File: src/rtl/pipelined_addsub.sv
// pipelined_addsub
// N-bit adder/subtractor with the carry chain cut into STAGES equal W-bit
// segments. Each stage ripples one segment and registers it. The untouched
// upper operand bits and the finished lower sum bits travel with the stage.
// A single global advance signal moves every stage in lockstep. Bubbles
// advance along with data, so backpressure only has to stall the whole pipe.

module pipelined_addsub #(
   parameter int N      = 16,
   parameter int STAGES = 4
) (
   input  logic         clk,
   input  logic         rst_n,
   input  logic         in_valid,
   output logic         in_ready,
   input  logic [N-1:0] x,
   input  logic [N-1:0] y,
   input  logic         c_in,
   input  logic         sub,
   output logic         out_valid,
   input  logic         out_ready,
   output logic [N-1:0] s,
   output logic         c_out,
   output logic         ovf
);

   localparam int W = N / STAGES;

   logic en_s;

   // The pipe may advance when the output register is empty or being drained.
   assign en_s     = !g_stage[STAGES-1].v_r || out_ready;
   assign in_ready = en_s;

   for (genvar k = 0; k < STAGES; k++) begin : g_stage
      logic [N-1:0] x_in_s;
      logic [N-1:0] ye_in_s;
      logic [N-1:0] s_in_s;
      logic         c_in_s;
      logic         v_in_s;
      logic [W-1:0] xa_s;
      logic [W-1:0] ya_s;
      logic [W-1:0] seg_s;
      logic [N-1:0] s_next_s;
      logic         msb_carry_s;
      logic         cout_s;
      logic [N-1:0] x_r;
      logic [N-1:0] ye_r;
      logic [N-1:0] s_r;
      logic         c_r;
      logic         ovf_r;
      logic         v_r;
      logic         unused_s;

      if (k == 0) begin : g_head
         // Subtraction becomes x + ~y + ~borrow, so sub and c_in are folded
         // into the operands here. They are not needed further down the pipe.
         assign x_in_s  = x;
         assign ye_in_s = y ^ {N{sub}};
         assign s_in_s  = {N{1'b0}};
         assign c_in_s  = c_in ^ sub;
         assign v_in_s  = in_valid & en_s;
      end else begin : g_body
         assign x_in_s  = g_stage[k-1].x_r;
         assign ye_in_s = g_stage[k-1].ye_r;
         assign s_in_s  = g_stage[k-1].s_r;
         assign c_in_s  = g_stage[k-1].c_r;
         assign v_in_s  = g_stage[k-1].v_r;
      end

      assign xa_s = x_in_s[k*W +: W];
      assign ya_s = ye_in_s[k*W +: W];

      // Ripple this stage's W-bit segment. The top bit is handled on its own
      // so that the carry into it is available for the overflow flag.
      always_comb begin
         logic carry_v;
         carry_v = c_in_s;
         seg_s   = {W{1'b0}};
         for (int i = 0; i < W - 1; i++) begin
            seg_s[i] = xa_s[i] ^ ya_s[i] ^ carry_v;
            carry_v  = (xa_s[i] & ya_s[i]) | (carry_v & (xa_s[i] ^ ya_s[i]));
         end
         msb_carry_s  = carry_v;
         seg_s[W-1]   = xa_s[W-1] ^ ya_s[W-1] ^ carry_v;
         cout_s       = (xa_s[W-1] & ya_s[W-1]) | (carry_v & (xa_s[W-1] ^ ya_s[W-1]));
         s_next_s            = s_in_s;
         s_next_s[k*W +: W]  = seg_s;
      end

      // Stage register: loads from its predecessor whenever the pipe advances.
      always_ff @(posedge clk or negedge rst_n) begin
         if (!rst_n) begin
            v_r   <= 1'b0;
            x_r   <= {N{1'b0}};
            ye_r  <= {N{1'b0}};
            s_r   <= {N{1'b0}};
            c_r   <= 1'b0;
            ovf_r <= 1'b0;
         end else if (en_s) begin
            v_r   <= v_in_s;
            x_r   <= x_in_s;
            ye_r  <= ye_in_s;
            s_r   <= s_next_s;
            c_r   <= cout_s;
            ovf_r <= msb_carry_s ^ cout_s;
         end
      end

      // Operand bits already consumed and the overflow flag of inner
      // stages have no reader. They are collected here to show that this is intended.
      assign unused_s = ^{x_r, ye_r, ovf_r};
   end

   assign out_valid = g_stage[STAGES-1].v_r;
   assign s         = g_stage[STAGES-1].s_r;
   assign c_out     = g_stage[STAGES-1].c_r;
   assign ovf       = g_stage[STAGES-1].ovf_r;

endmodule
File: config.mk
export PLATFORM = sky130hd
export DESIGN_NAME = pipelined_addsub
export DESIGN_NICKNAME = d
export VERILOG_FILES = /design/src/rtl/pipelined_addsub.sv
export SDC_FILE = /design/constraint.sdc
export NUM_CORES = 1
export LEC_CHECK = 0
export BUFFER_PORTS_ARGS = -buffer_cell sky130_fd_sc_hd__buf_2
export CELL_PAD_IN_SITES_DETAIL_PLACEMENT = 1
export CELL_PAD_IN_SITES_GLOBAL_PLACEMENT = 2
export CORE_UTILIZATION = 41
export DETAILED_ROUTE_END_ITERATION = 8
export MAX_ROUTING_LAYER = met4
export PLACE_DENSITY = 0.85
export SLEW_MARGIN = 5
export SYNTH_ARGS = -nofsm -noshare
export SYNTH_HDL_FRONTEND = slang
export SYNTH_SLANG_ARGS = --single-unit
File: constraint.sdc
create_clock -name clk -period 2.96 [get_ports clk]
set_input_delay 0.148 -clock clk [delete_from_list [all_inputs] [get_ports clk]]
set_output_delay 0.148 -clock clk [all_outputs]
set_load 0.03 [all_outputs]
==> flow_metrics.py, run 1 <==
metrics = {
    "grt": {
        "grt.total_usage": 0.1595,
        "grt_pass1_wl_mm": 13.14,
        "grt_max_degree": 81,
        "grt_pass1_vias": 2551,
        "antenna_found_initial": 0,
        "grt_overflow_total": 0,
    },
    "sta": {
        "rsz0062_at_grt": "no",
        "finClkSkew_ps": 9.433,
        "drv_slew": 0,
        "hold_viol": 0,
        "tightest_slew_ps": 998.6,
        "final.min_clock_period_ps": 2304,
        "relSlewSlack": 0.3343,
        "min_period_over_period": 0.7785,
        "setup_viol": 0,
        "max_freq_mhz": 434.0,
        "tns_ps": 0,
    },
    "layout": {
        "antenna_cells": 0,
        "nNetsFinal": 395,
        "fin_cells": 482,
        "drive_gt1_frac": 0.4942,
        "areaGrowthSynthToFinish_pct": 15.08,
    },
    "min_path": {
        "worstHoldStart": "x[13]",
        "hp-class": "in2reg",
        "holdPathStages": 2,
        "min_to": "g_stage[0].x_r[13]",
    },
    "clocking": {
        "cts_tree": "done",
        "clock_sinks": 97,
        "clkSlewWorstSetupHoldPaths_ps": 90,
        "cts-root-buf": "clkbuf_8",
        "htree_levels": 3,
        "clk_latency_ps": 360,
        "cts_resized": 0,
        "hold_buffers": 4,
        "numCtsBuffers": 9,
        "cts_setup_buffers": 0,
        "ctsLongestPathBuffers": 2,
    },
    "setup_path": {
        "cpPeakStageDelay_ps": 410,
        "worst_path_max_delay_cell": "fa_1",
        "endpoint_kind": "register",
        "reg2reg_depth": 9,
        "worstPathMaxFanout": 2,
        "crit_buf_inv": 3,
        "cp_cell_sequence": "inv_1 > fa_1 > inv_1 > fa_1 > fa_1 > inv_1 > fa_1 > xnor2_1 > mux2_2",
        "arrival_ps": 2550,
        "cp-start-kind": "register",
        "ff2ff_setup_slack_ps": 660,
        "cpMostUsedCell": "fa_1",
        "criticalPathCategory": "reg2reg",
        "r2r-start": "g_stage[2].x_r[12]",
        "cpLargestDelayFamily": "adder cells",
        "r2r-end": "ovf",
        "crit_required_ps": 3210,
    },
    "routing": {
        "first_pass_iters": 4,
        "route.top_layer_used": "met4",
        "viasPerCell": 4.712,
        "wl_mm": 7.603,
        "drtIter0Drc": 61,
        "wirelength_met1_mm": 3.449,
        "antenna_left": 0,
        "detail_route.wl_per_cell_um": 15.77,
        "drc": 0,
        "wl_met2_mm": 3.823,
        "vias": 2271,
        "wl_met3_um": 191,
    },
    "floorplanning": {
        "die_area_um2": 11150,
        "core-area_um2": 10370,
        "row_count": 37,
        "die_h_um": 105.6,
        "boundaryPins": 58,
        "start_util": 0.4241,
        "die_w_um": 105.6,
    },
    "pwr": {
        "power.switching_mw": 1.838,
        "p_int_mw": 3.648,
        "p_seq_frac": 0.415,
        "cellPowerDensity_nw_per_um2": 1084,
        "power_leakage_nw": 2.374,
        "clockPowerShare": 0.190,
        "pwr-share-comb": 0.395,
        "switching_share": 0.3351,
        "ir_drop_v": 0.0004146,
    },
    "synth": {
        "ys_ff_latch": 97,
        "synth_cells": 279,
        "synth_nets": 333,
        "yosysSeqAreaShare": 0.5519,
        "yosysWarningCount": 0,
        "syn_avg_cell_area_um2": 15.76,
        "synth_area_um2": 4398,
        "ys_types": 17,
    },
    "run": {
        "cap_viol_max_count": 0,
    },
    "placement": {
        "dp_hpwl_mm": 5.225,
        "dp.cells": 462,
        "gp_congestion": 0.7194,
        "port_buffers": 57,
    },
    "outcome": {
        "status": "finished, final reports clean",
    },
}
final cells by class:
cell class                      count  area [µm²]
Clock buffer                       10       137.6
Clock inverter                      6       112.6
Fill cell                        1068        5309
Inverter                           26       102.6
Multi-Input combinational cell    142        1753
Sequential cell                    97        2427
Tap cell                          136       170.2
Timing Repair Buffer               65       357.8
Yosys cell counts (all sizes together):
library cell / instances / area (µm²)
buf: 12 / 112.6
nand2b: 1 / 6.260
clkbuf: 2 / 7.510
xnor2: 5 / 43.79
inv: 26 / 102.6
mux2: 83 / 1066
a21oi: 10 / 83.83
dfrtp: 97 / 2427
xor2: 13 / 113.9
nor2b: 1 / 8.760
mux2i: 3 / 30.03
nor3b: 10 / 75.07
fa: 16 / 320.3
registers in the layout (all words and copies together) (netlist names):
name	count
c_out	1
g_stage.c_r	3
g_stage.s_r	24
g_stage.v_r	3
g_stage.x_r	24
g_stage.ye_r	24
out_valid	1
ovf	1
s	16
metal layers:
metal,up-vias,track usage
li1,1046,-
met1,1177,0.1981
met2,36,0.2627
met3,12,0.02597
met4,0,0.06250
met5,-,-
worst register-to-register path: stages, from the launching register on:
cell	delay, ps
dfrtp_1	350
inv_1	60
fa_1	410
inv_1	70
fa_1	170
fa_1	230
inv_1	80
fa_1	410
xnor2_1	140
mux2_2	270
cell usage in the layout (no fill, tap or decap):
cell / synthesis / layout
buf_2: 0 / 56
xor2_1: 13 / 13
nand2b_1: 1 / 1
clkinv_2: 0 / 1
a21oi_2: 9 / 9
mux2i_1: 3 / 3
dlygate4sd3_1: 0 / 4
clkinv_4: 0 / 1
nor3b_1: 10 / 10
inv_1: 25 / 25
bufinv_16: 0 / 3
nor2b_4: 0 / 1
buf_4: 6 / 5
xnor2_1: 5 / 5
fa_1: 16 / 16
mux2_2: 48 / 48
mux2_4: 35 / 35
dfrtp_1: 97 / 97
a21oi_1: 1 / 1
clkbuf_8: 0 / 10
inv_6: 1 / 2
power by group through the flow:
stage,clock network (mW),logic [mW],registers (mW)
2_1_floorplan,0,1.50,2.45
3_3_place_gp,0,2.13,2.27
3_5_place_dp,0,2.20,2.31
4_1_cts,1.07,2.21,2.29
5_1_grt,1.12,2.40,2.37
6_report,1.04,2.17,2.28
worst max-delay path by stage:
stage	start	end	slack [ps]	cells after the start
3_3_place_gp	sub	g_stage[0].s_r[3]	650	8
5_1_grt	g_stage[2].x_r[12]	ovf	500	9
4_1_cts	g_stage[2].x_r[12]	ovf	620	9
6_report	g_stage[2].x_r[12]	ovf	660	9
3_5_place_dp	sub	g_stage[0].s_r[3]	580	8
2_1_floorplan	sub	g_stage[0].s_r[3]	480	10
cell families after synthesis:
logic type,after synthesis,synth area share
xor gates and xnor gates,18,0.03585
buffers and inverters,40,0.05064
muxes,86,0.2492
AOI/OAI and AO/OA,10,0.01906
DFF,97,0.5519
adders and majority gates,16,0.07283
and+or+nand+nor,12,0.02048
stage by stage:
| step | area (µm²) | hold WS, ps | power [mW] | worst slack [ps] | util |
|---|---|---|---|---|---|
| final | 5061 | 15.21 | 5.486 | 655.7 | 0.4881 |
| after global routing | 5061 | 0.8257 | 5.882 | 497.7 | 0.4881 |
| after CTS | 5061 | 1.323 | 5.576 | 617.4 | 0.4881 |
| after detailed placement | 4771 | 374.3 | 4.511 | 575.7 | 0.4601 |
| after global placement | 4771 | 362.5 | 4.397 | 646.1 | 0.4601 |
| after floorplan | 4398 | -147.6 | 3.952 | 482.7 | - |
Note: power is estimated with default switching activity, not from simulation.
==> run 2: changes to the inputs <==
==> constraint.sdc (replaced) <==
create_clock -name clk -period 2.4 [get_ports clk]
set_input_delay 0.12 -clock clk [delete_from_list [all_inputs] [get_ports clk]]
set_output_delay 0.12 -clock clk [all_outputs]
set_load 0.03 [all_outputs]
==> flow_metrics.py, run 2 (same netlist as run 1, synthesis figures left out) <==
metrics = {
    "sta": {
        "min_period_over_period": 0.9614,
        "tns_ps": 0,
        "whs_ps": 57.93,
        "tightest_slew_ps": 644.9,
        "max_freq_mhz": 433.4,
        "rsz0062_at_grt": "no",
        "drv_slew": 0,
        "hold_viol": 0,
        "finClkSkew_ps": 7.428,
        "relSlewSlack": 0.5701,
        "final.min_clock_period_ps": 2307,
        "setup_viol": 0,
    },
    "grt": {
        "grt_max_degree": 96,
        "grt_pass1_vias": 2556,
        "grt.total_usage": 0.1661,
        "antenna_found_initial": 0,
        "grt_overflow_total": 0,
        "grt_pass1_wl_mm": 13.45,
    },
    "placement": {
        "dp.cells": 463,
        "port_buffers": 57,
        "gp_congestion": 0.6857,
        "dp_hpwl_mm": 5.449,
    },
    "layout": {
        "fin_util": 0.4988,
        "antenna_cells": 0,
        "layout_common_cells": "dfrtp_1, buf_2, mux2_2",
        "final_common_cell": "dfrtp_1",
        "fin_cells": 491,
        "drive_gt1_frac": 0.4817,
        "biggestRegsByFlops": "g_stage.s_r: 24 flops, g_stage.x_r: 24 flops, g_stage.ye_r: 24 flops",
        "nNetsFinal": 406,
        "areaGrowthSynthToFinish_pct": 17.61,
    },
    "setup_path": {
        "cp-start-kind": "register",
        "criticalPathCategory": "reg2reg",
        "worst_path_max_delay_cell": "fa_1",
        "endpoint_kind": "register",
        "arrival_ps": 2550,
        "crit_required_ps": 2650,
        "cpLargestDelayFamily": "adder cells",
        "cp_cell_sequence": "inv_1 > fa_1 > inv_1 > fa_1 > fa_2 > inv_1 > fa_1 > xnor2_1 > mux2_2",
        "crit_buf_inv": 3,
        "cpPeakStageDelay_ps": 420,
        "worstPathMaxFanout": 2,
    },
    "clocking": {
        "clkSlewWorstSetupHoldPaths_ps": 90,
        "numCtsBuffers": 9,
        "cts-root-buf": "clkbuf_8",
        "cts_tree": "done",
        "clock_sinks": 97,
        "clk_latency_ps": 360,
        "htree_levels": 3,
        "ctsLongestPathBuffers": 2,
    },
    "pwr": {
        "pwr-share-comb": 0.401,
        "switching_share": 0.3334,
        "clockPowerShare": 0.183,
        "ir_drop_v": 0.0004307,
        "power_leakage_nw": 2.414,
        "cellPowerDensity_nw_per_um2": 1306,
        "p_seq_frac": 0.416,
        "p_int_mw": 4.503,
        "power.switching_mw": 2.252,
    },
    "floorplanning": {
        "die_h_um": 105.6,
        "boundaryPins": 58,
        "start_util": 0.4241,
        "die_w_um": 105.6,
        "row_count": 37,
        "die_area_um2": 11150,
        "core-area_um2": 10370,
    },
    "routing": {
        "viasPerCell": 4.802,
        "first_pass_iters": 4,
        "detail_route.wl_per_cell_um": 16.16,
        "vias": 2358,
        "drc": 0,
        "antenna_left": 0,
        "drtIter0Drc": 57,
        "wl_mm": 7.935,
    },
    "outcome": {
        "status": "finished, final reports clean",
    },
    "min_path": {
        "hp-class": "in2reg",
    },
    "run": {
        "cap_viol_max_count": 0,
    },
}
run 2: per-layer routing:
layer / track usage / wire, µm / part of all wire / vias to the layer above
li1: - / - / - / 1065
met1: 0.2101 / 3510 / 0.44 / 1247
met2: 0.2641 / 4060 / 0.51 / 37
met3: 0.03525 / 235 / 0.030 / 9
met4: 0.06250 / 129 / 0.016 / 0
met5: - / 0 / 0 / -
run 2: final cells by class:
type	instances	area, µm²
Clock buffer	11	141.4
Fill cell	1067	5197
Timing Repair Buffer	76	478.0
Multi-Input combinational cell	142	1763
Clock inverter	3	90.09
Sequential cell	97	2427
Tap cell	136	170.2
Inverter	26	102.6
run 2: power groups by stage:
stage	Sequential (mW)	Clock [mW]	Combinational [mW]
after floorplan	3.03	0	1.85
after global placement	2.81	0	2.62
after detailed placement	2.86	0	2.74
after CTS	2.83	1.27	2.76
after global routing	2.92	1.33	2.94
final	2.81	1.24	2.71
run 2: path summary, 6_finish.rpt:
| check | startpoint | to | slack [ps] | cells past startpoint |
|---|---|---|---|---|
| worst min-delay path | y[4] | g_stage[0].ye_r[4] | 60 | 3 |
| min in group asynchronous | rst_n | g_stage[0].x_r[13] | 90 | 2 |
| max in group asynchronous | rst_n | g_stage[2].v_r | 1630 | 3 |
| worst min register to register | g_stage[2].v_r | out_valid | 500 | 1 |
| worst max-delay path | g_stage[2].x_r[12] | ovf | 90 | 9 |
| worst max register to register | g_stage[2].x_r[12] | ovf | 90 | 9 |
run 2: tightest hold or removal path: cells and delay by family:
family	cells	cell delay [ps]
buffers and inverters	1	90
XOR/XNOR	1	100
multiplexers	1	60
run 2: repair_timing:
action                                  4_1_cts  5_1_grt
hold buffers                                 14        0
endpoints found under the setup margin        0        1
resized for setup                             0        1
setup buffers                                 0        0
hold endpoints to repair                    110        0
run 2: metrics by stage:
| stage | setup WS, ps | total power, mW | instance area (µm²) |
|---|---|---|---|
| after floorplan | 12.74 | 4.876 | 4409 |
| after global placement | 149.8 | 5.424 | 4798 |
| after detailed placement | 56.80 | 5.598 | 4798 |
| after CTS | 73.31 | 6.857 | 5170 |
| after global routing | 2.094 | 7.197 | 5172 |
| final | 92.59 | 6.755 | 5172 |
==> run 3: changes to the inputs <==
--- a/config.mk
+++ b/config.mk
@@ -6,12 +6,10 @@
 export NUM_CORES = 1
 export LEC_CHECK = 0
 export BUFFER_PORTS_ARGS = -buffer_cell sky130_fd_sc_hd__buf_2
-export CELL_PAD_IN_SITES_DETAIL_PLACEMENT = 1
-export CELL_PAD_IN_SITES_GLOBAL_PLACEMENT = 2
-export CORE_UTILIZATION = 41
+export CORE_UTILIZATION = 45
 export DETAILED_ROUTE_END_ITERATION = 8
 export MAX_ROUTING_LAYER = met4
-export PLACE_DENSITY = 0.85
+export PLACE_DENSITY = 0.71
 export SLEW_MARGIN = 5
 export SYNTH_ARGS = -nofsm -noshare
 export SYNTH_HDL_FRONTEND = slang
==> flow_metrics.py, run 3 (same netlist as run 1, synthesis figures left out) <==
metrics = {
    "outcome": {
        "status": "finished, final reports clean",
    },
    "placement": {
        "gp_congestion": 0.7253,
        "dp_hpwl_mm": 5.008,
        "placed_cell_area_um2": 4800,
        "port_buffers": 57,
    },
    "sta": {
        "min_period_over_period": 0.9521,
        "tns_ps": 0,
        "rsz0062_at_grt": "no",
        "final.min_clock_period_ps": 2285,
        "setup_viol": 0,
        "tightest_slew_ps": 707.5,
        "finClkSkew_ps": 10.41,
        "max_freq_mhz": 437.6,
        "drv_slew": 0,
        "relSlewSlack": 0.5284,
        "hold_viol": 0,
    },
    "setup_path": {
        "ff2ff_setup_slack_ps": 110,
        "worstPathMaxFanout": 2,
        "worst_path_max_delay_cell": "fa_1",
        "crit_buf_inv": 3,
        "criticalPathCategory": "reg2reg",
        "endpoint_kind": "register",
        "worstSetupEndpoint": "ovf",
        "critPathLaunch": "g_stage[2].x_r[12]",
        "arrival_ps": 2520,
        "cpLargestDelayFamily": "adder cells",
        "r2r-start": "g_stage[2].x_r[12]",
        "r2r-end": "ovf",
        "crit_required_ps": 2640,
        "cp-start-kind": "register",
        "cpPeakStageDelay_ps": 420,
        "reg2reg_depth": 9,
        "cp.depth": 9,
        "cp_cell_sequence": "inv_1 > fa_1 > inv_1 > fa_2 > fa_2 > inv_1 > fa_2 > xnor2_1 > mux2_2",
    },
    "min_path": {
        "hp-class": "in2reg",
    },
    "routing": {
        "route.top_layer_used": "met4",
        "drc": 0,
        "wirelength_met1_mm": 3.318,
        "wl_met2_mm": 3.424,
        "drtIter0Drc": 139,
        "detail_route.wl_per_cell_um": 14.82,
        "vias": 2304,
        "antenna_left": 0,
        "wl_met3_um": 287,
        "viasPerCell": 4.731,
        "wl_mm": 7.219,
        "first_pass_iters": 4,
    },
    "clocking": {
        "clock_sinks": 97,
        "htree_levels": 3,
        "ctsLongestPathBuffers": 2,
        "cts_setup_buffers": 0,
        "clkSlewWorstSetupHoldPaths_ps": 100,
        "cts-root-buf": "clkbuf_8",
        "clk_latency_ps": 360,
        "cts_tree": "done",
        "numCtsBuffers": 9,
    },
    "floorplanning": {
        "core-area_um2": 9371,
        "die_area_um2": 10170,
        "die_w_um": 100.9,
        "row_count": 35,
        "start_util": 0.4693,
        "boundaryPins": 58,
        "die_h_um": 100.9,
    },
    "grt": {
        "antenna_found_initial": 0,
        "grt_max_degree": 57,
        "grt.total_usage": 0.1657,
        "grt_pass1_wl_mm": 12.30,
        "grt_pass1_vias": 2449,
        "grt_overflow_total": 0,
    },
    "layout": {
        "drive_gt1_frac": 0.4972,
        "areaGrowthSynthToFinish_pct": 16.13,
        "nNetsFinal": 408,
        "biggestRegsByFlops": "g_stage.s_r: 24 flops, g_stage.x_r: 24 flops, g_stage.ye_r: 24 flops",
        "final_common_cell": "dfrtp_1",
        "antenna_cells": 0,
        "layout_common_cells": "dfrtp_1, buf_2, mux2_2",
        "fin_area_um2": 5107,
    },
    "pwr": {
        "cellPowerDensity_nw_per_um2": 1260,
        "ir_drop_v": 0.0003955,
        "power_leakage_nw": 2.383,
    },
    "run": {
        "cap_viol_max_count": 0,
    },
}
## run 3: cell types whose count changed in the layout (fill, tap and decap cells not counted)
cell,change
clkinvlp_4,+3
bufinv_16,-3
fa_1,-2
fa_2,+2
dlygate4sd3_1,-1
buf_4,+4
clkinv_2,+2
clkbuf_1,-1
buf_12,-1
## run 3: worst min-delay path by stage
stage                      from            endpoint  slack, ps  cells after the start
after global placement    rst_n      g_stage[0].v_r        220                      1
after global routing       x[9]   g_stage[0].x_r[9]         20                      2
final                      x[9]   g_stage[0].x_r[9]         30                      2
after floorplan           rst_n               c_out       -180                      0
after detailed placement  rst_n                s[3]        220                      1
after CTS                 x[11]  g_stage[0].x_r[11]        0.9                      2
## run 3: layout make-up
cell class                      count  area, µm²
Clock inverter                      5      32.53
Tap cell                          129      161.4
Fill cell                         818       4264
Sequential cell                    97       2427
Clock buffer                       10      137.6
Timing Repair Buffer               78      478.0
Inverter                           26      102.6
Multi-Input combinational cell    142       1768
## run 3: stage by stage
step	utilization	power (mW)	std cells	hold WS, ps	setup WS (ps)
floorplan	-	4.876	279	-175.6	12.74
global placement	0.5122	5.410	459	216.9	134.6
detailed placement	0.5122	5.532	459	221.3	47.16
CTS	0.5431	6.489	486	0.9163	28.04
global route	0.5450	6.896	487	16.00	4.147
finish	0.5450	6.433	487	30.90	115.0
## run 3: power by group
part	internal [mW]	switching [mW]
logic	1.43	1.29
registers	2.37	0.405
clock network	0.395	0.543
## run 3: worst reg2reg max path, stage by stage (launching register included)
cell,delay (ps)
dfrtp_1,360
inv_1,60
fa_1,420
inv_1,90
fa_2,210
fa_2,210
inv_1,60
fa_2,350
xnor2_1,140
mux2_2,270
## run 3: layer usage
metal	up-vias	global-route usage
met5	-	-
met4	0	0.08027
met3	12	0.03814
met2	43	0.2403
met1	1182	0.2211
li1	1067	-
## run 3: what timing repair did
action                                  CTS  global route
endpoints found under the setup margin    0             1
hold buffers                             12             1
hold endpoints to repair                 64             1
gates resized for setup                   0             3
